$ cat src/rtl/pc_control_unit.sv
// PC/EPC owner: next-PC source select, conditional writes, exception vectoring
// and return-from-exception, sequenced by a RUN/TRAP/HALT state machine.
module pc_control_unit #(
    parameter int                 WIDTH      = 32,
    parameter int                 NUM_SRC    = 5,
    parameter int                 SEL_W      = 3,
    parameter logic [WIDTH-1:0]   RESET_PC   = '0,
    parameter int unsigned        EPC_OFFSET = 4,
    parameter int unsigned        VEC0       = 253,
    parameter int unsigned        VEC1       = 254,
    parameter int unsigned        VEC2       = 255
) (
    input  logic                     clk,
    input  logic                     reset,
    input  logic [NUM_SRC*WIDTH-1:0] src_bus,
    input  logic [SEL_W-1:0]         src_sel,
    input  logic                     pc_write,
    input  logic                     pc_write_cond,
    input  logic                     cond_taken,
    input  logic                     exc_req,
    input  logic [1:0]               exc_cause,
    input  logic                     eret,
    output logic [WIDTH-1:0]         pc,
    output logic [WIDTH-1:0]         pc_next,
    output logic [WIDTH-1:0]         epc,
    output logic                     exc_active,
    output logic                     halted,
    output logic                     sel_err,
    output logic                     pc_changed
);

    typedef enum logic [1:0] {
        ST_RUN  = 2'd0,
        ST_TRAP = 2'd1,
        ST_HALT = 2'd2
    } state_t;

    state_t             state_q, state_d;
    logic [WIDTH-1:0]   pc_q, pc_d;
    logic [WIDTH-1:0]   epc_q, epc_d;
    logic               sel_err_q, sel_err_d;
    logic               pc_changed_q, pc_changed_d;

    logic               sel_valid;
    logic               we;
    logic [WIDTH-1:0]   vec_addr;

    // Source mux; an out-of-range select yields zero and flags sel_valid low.
    always_comb begin
        pc_next   = '0;
        sel_valid = 1'b0;
        for (int i = 0; i < NUM_SRC; i++) begin
            if (src_sel == SEL_W'(i)) begin
                pc_next   = src_bus[i*WIDTH +: WIDTH];
                sel_valid = 1'b1;
            end
        end
    end

    assign we = pc_write | (pc_write_cond & cond_taken);

    // Cause 3 has no vector of its own and shares the divide-by-zero entry.
    always_comb begin
        case (exc_cause)
            2'd0:    vec_addr = WIDTH'(VEC0);
            2'd1:    vec_addr = WIDTH'(VEC1);
            default: vec_addr = WIDTH'(VEC2);
        endcase
    end

    always_ff @(posedge clk or posedge reset) begin
        if (reset) begin
            state_q      <= ST_RUN;
            pc_q         <= RESET_PC;
            epc_q        <= '0;
            sel_err_q    <= 1'b0;
            pc_changed_q <= 1'b0;
        end else begin
            state_q      <= state_d;
            pc_q         <= pc_d;
            epc_q        <= epc_d;
            sel_err_q    <= sel_err_d;
            pc_changed_q <= pc_changed_d;
        end
    end

    always_comb begin
        state_d      = state_q;
        pc_d         = pc_q;
        epc_d        = epc_q;
        sel_err_d    = 1'b0;
        pc_changed_d = 1'b0;
        case (state_q)
            ST_RUN: begin
                if (exc_req) begin
                    epc_d        = pc_q - WIDTH'(EPC_OFFSET);
                    pc_d         = vec_addr;
                    pc_changed_d = 1'b1;
                    state_d      = ST_TRAP;
                end else if (eret) begin
                    pc_d         = epc_q;
                    pc_changed_d = 1'b1;
                end else if (we && sel_valid) begin
                    pc_d         = pc_next;
                    pc_changed_d = 1'b1;
                end else if (we) begin
                    sel_err_d    = 1'b1;
                end
            end
            // A second request while still trapping is a double fault.
            ST_TRAP: state_d = exc_req ? ST_HALT : ST_RUN;
            ST_HALT: state_d = ST_HALT;
            default: state_d = ST_RUN;
        endcase
    end

    always_comb begin
        exc_active = (state_q == ST_TRAP);
        halted     = (state_q == ST_HALT);
        pc         = pc_q;
        epc        = epc_q;
        sel_err    = sel_err_q;
        pc_changed = pc_changed_q;
    end

endmodule
$ cat config.mk
export PLATFORM = sky130hd
export DESIGN_NAME = pc_control_unit
export DESIGN_NICKNAME = d
export VERILOG_FILES = /design/src/rtl/pc_control_unit.sv
export SDC_FILE = /design/constraint.sdc
export NUM_CORES = 1
export LEC_CHECK = 0
export ABC_AREA = 1
export BUFFER_PORTS_ARGS = -buffer_cell sky130_fd_sc_hd__clkbuf_2
export CAP_MARGIN = 20
export CORE_MARGIN = 2
export CORE_UTILIZATION = 46
export CTS_CLUSTER_DIAMETER = 30
export DETAILED_ROUTE_END_ITERATION = 12
export HOLD_SLACK_MARGIN = 0.05
export MAX_ROUTING_LAYER = met4
export PLACE_DENSITY = 0.88
export SKIP_LAST_GASP = 1
export SLEW_MARGIN = 5
export SYNTH_ARGS = -nofsm -noshare
export SYNTH_HDL_FRONTEND = slang
export SYNTH_SLANG_ARGS = --single-unit
$ cat constraint.sdc
create_clock -name clk -period 2.5 [get_ports clk]
set_input_delay 0.375 -clock clk [delete_from_list [all_inputs] [get_ports clk]]
set_output_delay 0.375 -clock clk [all_outputs]
set_load 0.01 [all_outputs]
# == Word level (Yosys, flattened, before mapping) ==
# Cells that the tools add are included.
# word_totals
reg_bits,68
output_inout_bits,100
# op_classes
add_sub_neg,1
eq_ne,8
n_mux,26
n_bitwise,2
n_reduce_logical,7
# ops
op,n
32-bit 2-to-1 mux,8
"32-bit by 3-bit subtractor with 32-bit output, second input constant",1
1-bit 2-to-1 mux,14
"3-bit by 2-bit == test with 1-bit output, second input constant",2
2-bit case mux with 3 select lines,1
"2-bit by 1-bit == test with 1-bit output, second input constant",2
2-bit zero test,2
2-bit 2-to-1 mux,2
2-bit case mux with 2 select lines,1
2-bit AND reduction,2
"3-bit by 1-bit == test with 1-bit output, second input constant",1
"3-bit == test, second input constant",1
3-bit zero test,1
3-bit nonzero test,1
"2-bit == test, second input constant",1
"2-bit inequality test, second input constant",1
1-bit AND,1
1-bit logical AND,1
1-bit bitwise OR,1

# == Longest topological paths before layout ==
# logic_depth
depth_word,11
depth_mapped,10

# == Worst setup path after synthesis ==
# OpenSTA, ideal clock, no wires.
# synth_timing
path_kind,input-to-output
from,input port src_sel[0]
to,output port pc_next[10]
arrival_time_ns,1.156
required_ns,2.125
setup_slack_ns,0.969
path_stages,6
n_path_buf,1
cell_sequence,inv_2 -> nand2_1 -> nor2_2 -> clkbuf_1 -> nand2_1 -> nand3_1
# synth_between
elab_chain_cells,6
word_cells_on_any_way,10
# synth_lines
item,line,source
start: declaration,16,"input logic [SEL_W-1:0] src_sel,"
3-bit zero test,53,if (src_sel == SEL_W'(i)) begin
32-bit 2-to-1 mux (4 in series),53,
32-bit 2-to-1 mux *,53,
end: declaration,24,"output logic [WIDTH-1:0] pc_next,"
# Mark *: on every way between the ends. The rest lies on a longest branch, timed or not.

# == Worst setup path in the final report ==
# layout_timing
from,input port src_sel[0]
to,output port pc_next[27]
# The elaborated chain is that of the path after synthesis.

==> run summary <==
=========================================================================================
Outcome                                                                      finished clean
Number of resized instances in the post-cts repair step                                 0
Synth warn                                                                              0
Maximum clock path buffer count                                                         2
Max-capacitance violation count                                                         0
Number of nets in the synthesized netlist                                            1002
Standard-cell row count                                                                37
Post-DR vias/cell                                                                    4.99
Launching element of the worst setup path                                      src_sel[0]
Flip-flop and latch count after synthesis                                              68
Synth top area cells                                                         dfrtp_1 35%, nand2_1 24%, nor2_1 13%, inv_1 5.3%, nand3_1 5.2%
Number of antenna violations at the first check in global routing                       0
RSZ-0062 raised after global routing                                                   no
Worst reg2reg path startpoint                                                       pc[2]
Vias in the first global route                                                       5541
Hold buffer count at cts                                                                1
CTS clk-pin slew, worst paths                                                     0.07 ns
TritonCTS clock tree                                                                  yes
Post-synth top area share                                                           0.347
Type of the worst min-delay path                                                in -> reg
CP Data Arrival Time                                                              1.58 ns
Area of the die                                                                11500 um^2
Leakage dissipation                                                            0.00401 uW
Floorplan die width                                                                107 um
Cell area after synthesis                                                       4910 um^2
Initial core utilization                                                            0.475
Root buffer cell                                                                 clkbuf_8
Final hold viol count                                                                   0
Number of design rule violations left after detail routing                              0
Type of the setup path with the least slack                                     in -> out
Commonest cells in the synthesized netlist                                   317 x nand2_1, 176 x nor2_1, 69 x inv_1, 68 x dfrtp_1, 51 x nand3_1
First-pass GRT wire length                                                       26900 um
Total inserted antenna cells                                                            0
Nets                                                                                 1272
Slew at the pin closest to its max-slew limit                                    0.860 ns
Count of vias placed by the detailed router                                          6184
Number of setup buffers added after CTS                                                 0
I/O pins                                                                              272
Gate count of the mapped netlist                                                      829
Routed wire length                                                               17000 um
Count of port buffers added during placement                                          271
Pin count of the biggest net entering global routing                                   34
Part of the Yosys area used for sequential elements                                 0.347
Slowest Stage Delay on Critical Path                                              0.27 ns
Data required time at the worst endpoint                                          2.12 ns
Capturing element of the worst setup path                                     pc_next[27]
Fillers                                                                               994
Worst-case register-to-register setup slack                                       0.64 ns
Area delta synth->final                                                             35.5%
Cell with the most instances on the worst path                                    nand2_1
Sum Neg Setup Slack                                                                  0 ns
Endpoint type of the worst setup path                                         output port
Layout cell share with drive strength beyond 1                                      0.289
Std-Cell Core Area                                                             10300 um^2
EDFF count, synth                                                                       0
Cts bufs inserted                                                                       9
Peak VDD IR                                                                      0.416 mV
Final design utilization                                                            0.644
Min Tclk post-route                                                               1.96 ns
Instance count along the most critical hold path                                        2
Endpoint of the worst-slack reg-to-reg timing path                                epc[28]
CTS sink cnt                                                                           68
Layout Skew                                                                    0.00461 ns
Count of cells along the worst register-to-register path                                9
Average footprint of a synthesized cell                                         5.92 um^2
Final-report setup violation count                                                      0
Proportion of register bits with asynchronous set or reset after synthesis           1.00
Clk Latency, worst-skew pair                                                      0.36 ns
Average detailed-routed wire length per instance                                  13.7 um
Initial DRT Pass Iterations                                                             6
Flip-flop cell with the highest count after synthesis                             dfrtp_1
Post-DP HPWL                                                                     13800 um
Gr usage total                                                                      0.307
Final Hold Slack                                                                 0.289 ns
Rel. slew slack                                                                     0.426
Final number of max-transition violations                                               0
Worst path slowest cell                                                             buf_4
Most repeated cell in the gate-level netlist after synthesis                      nand2_1
Number of H-tree levels                                                                 3
Routability congestion estimate                                                     0.954
Distinct cells, synth                                                                  26
Cell chain of the critical path                                              clkbuf_2, inv_2, nand2_1, nor2_2, buf_4, nand2_1, nand2_1, nor2_1, nand3_1, clkbuf_2
PD cells                                                                      908 nW/um^2
GR Overflow Total                                                                       0
Post-route clock period utilization                                                 0.783
Iteration-0 DRC Markers                                                               360
Startpoint type of the worst setup path                                         input pin
Biggest area consumer among synthesized cells                                     dfrtp_1
Worst Path Max Fanout                                                                  21
FMAX                                                                            0.511 GHz
Number of nets with antenna violations after routing                                    0
Chip Height                                                                        107 um
=========================================================================================
[through the flow]
stage | worst slack, ns | cells | instance area, um^2 | total power [uW]
6_report | 0.543 | 1240 | 6650 | 6040
5_1_grt | 0.422 | 1240 | 6650 | 6570
4_1_cts | 0.562 | 1240 | 6650 | 6030
3_5_place_dp | 0.565 | 1223 | 6450 | 5160
3_3_place_gp | 0.617 | 1223 | 6450 | 5100
2_1_floorplan | 0.413 | 829 | 4910 | 3870
[how the worst min path moves through the flow]
stage,to,start
6_report,sel_err,exc_req
5_1_grt,sel_err,exc_req
4_1_cts,sel_err,exc_req
3_5_place_dp,epc[19],reset
3_3_place_gp,epc[19],reset
2_1_floorplan,sel_err,exc_req
[power breakdown]
group	total (uW)	switching (uW)	internal [uW]
clock	856	421	436
sequential	2170	600	1570
combinational	3010	1890	1120
[final cells by class]
cell class | instances | area, um^2 | area share
sequential | 68 | 1700 | 0.256
clock inverter | 4 | 22.5 | 0.00339
clock buffer | 12 | 165 | 0.0248
timing repair buffer | 291 | 1510 | 0.227
tap | 136 | 170 | 0.0256
inverter | 74 | 278 | 0.0418
multi-input combinational | 655 | 2800 | 0.422
[layout by cell type (no fill, tap or decap), types with 2 or more instances in the layout]
master    Yosys  layout
inv_2         4       5
nor2_2        2       3
clkbuf_2      0     271
nor3_4        0       2
a21oi_1      21      21
nand2_1     317     317
nand3_1      51      51
clkbuf_8      0      12
a31oi_1       2       2
buf_4         0      19
nor2_1      176     175
xor2_1       12      12
o21ai_0      22      22
inv_1        69      68
nand4_1      17      17
o21bai_1      5       5
clkinv_2      0       3
dfrtp_1      68      68
xnor2_1       4       4
or2_2         2       2
o21ai_1      16      16
[logic make-up (layout without fill, tap and decap cells)]
| logic type | after synthesis | in the layout | share of synthesized area |
|---|---|---|---|
| adders and majority gates | 1 | 1 | 0.00255 |
| buffers and inverters | 106 | 381 | 0.0852 |
| and+or+nand+nor | 571 | 571 | 0.465 |
| xor gates and xnor gates | 16 | 16 | 0.0286 |
| AOI/OAI and AO/OA | 67 | 67 | 0.0719 |
| DFF | 68 | 68 | 0.347 |
[per-layer routing]
| layer | vias to the layer above | wire length [um] | GRT usage |
|---|---|---|---|
| li1 | 3110 | - | - |
| met1 | 2785 | 7220 | 0.396 |
| met2 | 251 | 8270 | 0.497 |
| met3 | 38 | 1120 | 0.0478 |
| met4 | 0 | 420 | 0.101 |
| met5 | - | 0 | - |
[flip-flops by register name, summed over array words and instances, names as in the netlist]
name        cells
epc            32
pc             32
state_q         2
pc_changed      1
sel_err         1
[worst max-delay path: cells and delay by family]
| family | cells | cell delay [ns] |
|---|---|---|
| buf+inv | 4 | 0.65 |
| simple gates | 6 | 0.55 |
Power figures use the tool's default switching activity.
